[config.mk]
export PLATFORM = sky130hd
export DESIGN_NAME = gfx_mem_arbiter
export DESIGN_NICKNAME = d
export VERILOG_FILES = /design/src/rtl/gfx_mem_arbiter.sv
export SDC_FILE = /design/constraint.sdc
export NUM_CORES = 1
export LEC_CHECK = 0
export CAP_MARGIN = 10
export CORE_UTILIZATION = 38
export CTS_CLUSTER_DIAMETER = 30
export DETAILED_ROUTE_END_ITERATION = 6
export PLACE_DENSITY_LB_ADDON = 0.3
export SETUP_SLACK_MARGIN = 0.15
export SLEW_MARGIN = 20
export SYNTH_ARGS = -nofsm -noshare
export SYNTH_HDL_FRONTEND = slang
export SYNTH_SLANG_ARGS = --single-unit
[constraint.sdc]
create_clock -name CLK -period 3.39 [get_ports CLK]
set_input_delay 0.339 -clock CLK [delete_from_list [all_inputs] [get_ports CLK]]
set_output_delay 0.339 -clock CLK [all_outputs]
set_load 0.02 [all_outputs]
[src/rtl/gfx_mem_arbiter.sv]
// rtl/gfx_mem_arbiter.sv - round-robin read arbiter for gfx engines onto a fixed-latency memory port
//
// Purpose: responder end of the gfx read channel. N_CLIENTS read initiators are
// arbitrated round-robin onto one pipelined memory read port. Each word is returned
// to its requester on the shared client_data bus with a single-cycle client_rready pulse.
//
// Ports:
//   CLK            clock, all logic on rising edge
//   RST            synchronous reset, active high
//   client_address client k word address at [k*ADDR_BITS +: ADDR_BITS]
//   client_rvalid  client k request valid (address stable while high)
//   client_rready  one-cycle pulse: client k data is on client_data
//   client_data    registered read data, shared by all clients
//   mem_address    address to memory, valid when mem_re=1
//   mem_re         memory read strobe, at most one request per cycle
//   mem_data       memory read data, valid MEM_LATENCY cycles after mem_re

module gfx_mem_arbiter #(
    parameter int N_CLIENTS   = 4,
    parameter int ADDR_BITS   = 16,
    parameter int DATA_BITS   = 16,
    parameter int MEM_LATENCY = 2
) (
    input  logic                           CLK,
    input  logic                           RST,
    input  logic [N_CLIENTS*ADDR_BITS-1:0] client_address,
    input  logic [N_CLIENTS-1:0]           client_rvalid,
    output logic [N_CLIENTS-1:0]           client_rready,
    output logic [DATA_BITS-1:0]           client_data,
    output logic [ADDR_BITS-1:0]           mem_address,
    output logic                           mem_re,
    input  logic [DATA_BITS-1:0]           mem_data
);

    localparam int TAG_BITS = $clog2(N_CLIENTS);

    logic [N_CLIENTS-1:0] pending;
    logic [TAG_BITS-1:0]  rr_ptr;
    logic [N_CLIENTS-1:0] eligible;
    logic                 grant_found;
    logic [TAG_BITS-1:0]  grant_idx;
    logic [TAG_BITS-1:0]  cand_idx;
    logic [TAG_BITS-1:0]  next_rr;
    logic [N_CLIENTS-1:0] grant_onehot;

    // Tag pipe: tracks which client owns the word arriving on mem_data.
    logic [MEM_LATENCY-1:0] pipe_valid;
    logic [TAG_BITS-1:0]    pipe_tag [MEM_LATENCY];

    // A client with a read outstanding (including its rready cycle) cannot be granted.
    assign eligible = client_rvalid & ~pending;

    // Rotating priority search starting at rr_ptr.
    always_comb begin
        grant_found = 1'b0;
        grant_idx   = '0;
        cand_idx    = '0;
        for (int i = 0; i < N_CLIENTS; i++) begin
            cand_idx = TAG_BITS'((int'(rr_ptr) + i) % N_CLIENTS);
            if (!grant_found && eligible[cand_idx]) begin
                grant_found = 1'b1;
                grant_idx   = cand_idx;
            end
        end
    end

    // Grant is combinational so memory sees the request in the same cycle;
    // suppressed while in reset so nothing launches into a cleared tag pipe.
    assign mem_re       = grant_found & ~RST;
    assign mem_address  = mem_re ? client_address[grant_idx*ADDR_BITS +: ADDR_BITS] : '0;
    assign next_rr      = (grant_idx == TAG_BITS'(N_CLIENTS - 1)) ? '0 : grant_idx + 1'b1;
    assign grant_onehot = mem_re ? ({{(N_CLIENTS-1){1'b0}}, 1'b1} << grant_idx) : '0;

    always_ff @(posedge CLK) begin
        if (RST) begin
            client_rready <= '0;
            client_data   <= '0;
            pending       <= '0;
            rr_ptr        <= '0;
            pipe_valid    <= '0;
            for (int i = 0; i < MEM_LATENCY; i++) begin
                pipe_tag[i] <= '0;
            end
        end else begin
            if (mem_re) begin
                rr_ptr <= next_rr;
            end

            // pending drops on the same edge that ends the rready pulse.
            pending <= (pending | grant_onehot) & ~client_rready;

            pipe_valid[0] <= mem_re;
            pipe_tag[0]   <= grant_idx;
            for (int i = 1; i < MEM_LATENCY; i++) begin
                pipe_valid[i] <= pipe_valid[i-1];
                pipe_tag[i]   <= pipe_tag[i-1];
            end

            // Tail of the tag pipe lines up with valid mem_data.
            client_rready <= '0;
            if (pipe_valid[MEM_LATENCY-1]) begin
                client_rready[pipe_tag[MEM_LATENCY-1]] <= 1'b1;
                client_data                            <= mem_data;
            end
        end
    end

endmodule

* After elaboration in Yosys (flattened, before gate mapping)
Memories as Yosys holds them, arrays and structs flattened.
Index checks and enable logic that the tools add are counted.
** Operators by class
- Bitwise gates (word level) :: 10
- Reduce and logical (&&, ||, !) cells :: 8
- Shift operators :: 2
- Multiplexer cells :: 26
- Magnitude comparators :: 6
- Add/subtract/negate cells :: 4
- Equality and inequality tests :: 1
** Operators with widths (number)
- $shiftx 64x7->16 :: 1
- $mux 16 :: 1
- $lt 2x3->1 const B :: 5
- $mux 2 :: 7
- $mux 1 :: 12
- $and 4x4->4 :: 2
- $bmux 1 s2 :: 4
- $not 4->4 :: 2
- $add 2x1->2 const B :: 2
- $add 2x2->2 const B :: 2
- $logic_and 1x1->1 :: 4
- $mux 4 :: 1
- $or 4x4->4 :: 1
- $shl 1x2->4 const A :: 1
- $logic_not 1->1 :: 3
- $demux 1 s2 :: 1
- $eq 2x2->1 const B :: 1
- $ge 2x1->1 const B :: 1
- $not 1->1 :: 2
- $or 1x1->1 :: 2
- $reduce_or 2->1 :: 1
- $and 1x1->1 :: 1
** Word-level totals
- Output and inout bits :: 37
- Word-level logic and storage cells :: 63
- Flip-flop bits (word level) :: 28
- Memories :: 1
- RAM bits :: 4
- Input port bits :: 86
** Memories
- pipe_tag :: words 2, width 2, read ports 2, clocked after Yosys merged registers in 0, write ports 2, line 48 : logic [TAG_BITS-1:0] pipe_tag [MEM_LATENCY];

* Depth between registers and ports, before layout
- Word-level depth :: 18
- Gate-level depth with buffers :: 8
- Gate-level depth less buffers :: 7

* Worst setup path after synthesis
Ideal clock, no wire load.
- Path type :: in2out
- Start :: in client_rvalid[2]
- End :: out mem_address[14]
- Data required time :: 3.051 ns
- Arrival :: 1.768 ns
- Stages :: 7
- Slack :: 1.283 ns
- Buffers on the path :: 1
- Path through :: or3b_1 -> a21boi_1 -> a32o_2 -> clkinv_2 -> nand2_4 -> buf_6 -> o22ai_1
** Between the ends
- Word-level cells in the longest chain between the ends :: 15
- Elaborated cells between the ends (all ways) :: 26
- Classes of those cells :: shift (1); mux (17); bitwise (2); reduce/logical (6)
** Ends and longest elaborated chain
- from (decl) :: line 27 : input logic [N_CLIENTS-1:0] client_rvalid,
- $and 4x4->4 * :: line 51 : assign eligible = client_rvalid & ~pending;
- $bmux 1 s2 :: line 60 : if (!grant_found && eligible[cand_idx]) begin
- $mux 1 (not written as such) :: line 60
- $mux 1 :: line 60
- $logic_not 1->1 :: line 60
- $logic_and 1x1->1 :: line 60
- $mux 1 :: line 60
- $logic_not 1->1 :: line 60
- $logic_and 1x1->1 :: line 60
- $mux 1 :: line 60
- $logic_not 1->1 :: line 60
- $logic_and 1x1->1 :: line 60
- $mux 2 or $mux 1 (tied branches) :: line 60
- $shiftx 64x7->16 or $and 1x1->1 (tied branches) :: line 70, 69
- $mux 16 * :: line 70 : assign mem_address = mem_re ? client_address[grant_idx*ADDR_BITS +: ADDR_BITS] : '0;
- to (decl) :: line 30 : output logic [ADDR_BITS-1:0] mem_address,
Mark *: on every way between the ends. The rest lies on a longest branch, timed or not. The select of a mux whose other input is x is not followed.

* Worst setup path after layout
Ends and elaborated chain as after synthesis.

==> metrics.md <==
| Metric | Value |
|---|---|
| Simple logic cell fraction of the synthesized area | `14.4%` |
| Die height | `70.0 microns` |
| Hold-fix buffers, CTS | `0` |
| Mux contribution to synthesized area | `27.9%` |
| Htree depth | `2` |
| Worst-margin pin slew | `1.03 ns` |
| FMAX | `318 MHz` |
| Leak pwr | `1.37 nW` |
| Final Cycle Share | `92.6%` |
| Synthesized area | `1760 sq um` |
| Crit path to | `mem_address[14]` |
| Area of the multi-input gates | `1010 sq um` |
| Post-DP HPWL | `3810 microns` |
| Final wirelength | `4770 microns` |
| Flop2flop setup slack | `1.57 ns` |
| Crit path time final | `3.14 ns` |
| Drt first pass iters | `4` |
| Num rows | `24` |
| Req. time, crit path | `3.05 ns` |
| PortBufs | `122` |
| RSZ-0062 raised after global routing | `true` |
| Area Overhead vs Synth | `76.9%` |
| Power per standard cell area | `566 nW/um^2` |
| Most used flip-flop cell after synthesis | `dfxtp_1` |
| Xor/xnor cell area share of the yosys netlist | `0%` |
| Largest cells by area after synthesis | `dfxtp_1 36%, mux2i_1 28%, o22ai_2 6.4%, nor2_1 4.3%, o22ai_1 2.5%` |
| Worst Setup End Kind | `output pin` |
| Post-synth top area share | `36.4%` |
| Initial Utilization | `39.8%` |
| Crit path from | `client_rvalid[2]` |
| Post-CTS setup buffers | `0` |
| WHS | `0.421 ns` |
| Detailed-route via count | `1716` |
| I/O pin cnt | `123` |
| Hold path start | `client_rready[2]` |
| Critical Path Fanout Max | `14` |
| Total gr overflow | `0` |
| First-pass GRT wire length | `7490 microns` |
| Core Region | `4410 sq um` |
| Non-filler instance count after layout | `343` |
| RR Startpoint | `pending[2]` |
| Worst reg2reg path depth | `7` |
| CTS sink count | `32` |
| Vias in the first global route | `1689` |
| Gr usage total | `19.5%` |
| Register area | `641 sq um` |
| Clock network power share | `15.0%` |
| Pin count of the biggest net entering global routing | `32` |
| Max Root-Sink Buffers | `2` |
| Synth Area in Adders | `1.42%` |
| Die width | `70.0 microns` |
| Critical path launch point type | `input pin` |
| Commonest cells post-synth | `49 x mux2i_1, 32 x dfxtp_1, 20 x nor2_1` |
| Slew Limit Headroom | `31.3%` |
| Fin Setup TNS | `0 ns` |
| Count of final hold-check violations | `0` |
| Endpoints failing setup | `0` |
| Seq/Total Area, Yosys | `36.4%` |
| Max VDD drop | `0.000304 V` |
| DRT iter0 DRCs | `59` |
| Post-Syn Area per Cell | `10.4 sq um` |
| ANT nets after route | `0` |
| Diodes inserted | `0` |
| Seq cells post-synth | `32` |
| Post-synth top area cell | `dfxtp_1` |
| Internal power | `0.00110 W` |
| Crit path kind | `in2out` |
| RD Place Congestion | `0.818` |
| Num CTS Buffers | `5` |
| Hold WC Path Type | `reg2reg` |
| Worst skew pair latency | `0.27 ns` |
| Outcome | `finished, final reports clean` |
| Initial antenna violation count | `0` |
| Main combinational cell family by area after synthesis | `multiplexers` |
| Share of total power in combinational logic | `58.0%` |
| Sw Ratio | `37.3%` |
| MaxCap Viol Count | `0` |
| Clock transition at the registers of the reported paths | `0.06 ns` |
| Gate Count Post-Synth | `169` |
| Share of layout cells above drive strength 1 | `9.62%` |
| CTS tree | `built` |
| Clock skew | `0.00250 ns` |
| Terminus of the critical flop-to-flop path | `rr_ptr[1]` |
| Vias/cell | `5.00` |
| Count of warnings emitted by yosys | `0` |
| CP arrival | `2.80 ns` |
| Die area | `4900 sq um` |
| Post-synth EDFFs | `0` |
| Syn Nets | `257` |
| Post-synth ARST share | `0%` |
| Most instantiated library cell after synthesis | `mux2i_1` |
| PostCTS Resize Cnt | `0` |
| Synth Area in Compound Gates | `14.0%` |
| Synth unique cells | `38` |
| Slew Limit Fails | `0` |
| Reg power frac | `27.0%` |
| Fill cells | `351` |
| Placed cell count | `336` |
| WL per Instance | `13.9 microns` |
| Nets | `379` |
| P_sw | `0.000657 W` |
| Clock Tree Root | `clkbuf_8` |
| Drt drc | `0` |
-- layout by cell type (no fill, tap or decap), drive strengths merged --
master | Yosys | layout
a21boi | 1 | 1
nor4bb | 2 | 2
buf | 6 | 3
nor4b | 1 | 1
clkdlybuf4s50 | 0 | 112
o21ba | 1 | 1
nor3 | 5 | 5
o22ai | 16 | 16
or2b | 2 | 2
clkinv | 1 | 2
dlymetal6s2s | 0 | 10
a32o | 1 | 1
nor2b | 6 | 6
nor2 | 20 | 20
clkbuf | 4 | 6
nor3b | 1 | 1
nand2b | 1 | 1
mux2i | 49 | 49
dfxtp | 32 | 32
ha | 2 | 2
and3b | 1 | 1
o2111ai | 1 | 1
a31oi | 2 | 2
o311ai | 1 | 1
and4b | 1 | 1
a21oi | 3 | 3
or3b | 1 | 1
and2b | 1 | 1
nand2 | 3 | 3
inv | 3 | 3
o21ai | 1 | 1
-- through the flow --
stage	cell area [sq um]	util (%)	worst slack, ns	total power, W
floorplan	1760	-	1.28	0.00117
global placement	3010	68.1	0.227	0.00151
detailed placement	3010	68.1	0.187	0.00152
CTS	3090	69.9	0.176	0.00179
global route	3110	70.5	0.148	0.00186
finish	3110	70.5	0.249	0.00176
-- layout make-up --
| type | instances | share of cell area [%] |
|---|---|---|
| tap | 52 | 2.09 |
| inverter | 4 | 0.603 |
| sequential | 32 | 20.6 |
| clock buffer | 6 | 2.33 |
| multi-input combinational | 123 | 32.6 |
| timing repair buffer | 125 | 41.6 |
| clock inverter | 1 | 0.161 |
-- power groups by stage --
stage               registers [W]  logic, W  clock network (W)
floorplan                0.000482  0.000687                  0
global placement         0.000481   0.00103                  0
detailed placement       0.000484   0.00104                  0
CTS                      0.000475   0.00104           0.000274
global route             0.000482   0.00108           0.000297
finish                   0.000476   0.00102           0.000263
-- flip-flops by register name, indices dropped and copies added (netlist names) --
name and cells:
pipe_valid 2, rr_ptr 2, client_data 16, pipe_tag 4
client_rready 4, pending 4
-- logic make-up (layout without fill, tap and decap cells) --
group | count (synthesis) | after routing
AOI/OAI and AO/OA | 27 | 27
adders and majority gates | 2 | 2
buffers and inverters | 14 | 136
DFF | 32 | 32
muxes | 49 | 49
and+or+nand+nor | 45 | 45
-- how the worst min path moves through the flow --
stage	endpoint	cells past startpoint
3_5_place_dp	pending[2]	1
3_3_place_gp	pending[0]	1
2_1_floorplan	pipe_tag[0][2]	1
6_report	pending[2]	1
4_1_cts	pending[2]	1
5_1_grt	pending[2]	1
-- critical path, cell delays in order --
cell	delay, ns
clkdlybuf4s50_1	0.47
or2b_1	0.27
o311ai_1	0.32
o21ai_2	0.15
inv_4	0.18
buf_12	0.18
mux2i_1	0.24
o22ai_1	0.09
clkdlybuf4s50_1	0.55
-- layer usage --
layer,vias to the layer above,part of all wire [%],GRT usage [%]
li1,859,-,-
met1,759,41,22.0
met2,88,48,33.4
met3,10,8.5,5.92
met4,0,2.5,9.11
met5,-,0,0
Power figures use the tool's default switching activity.
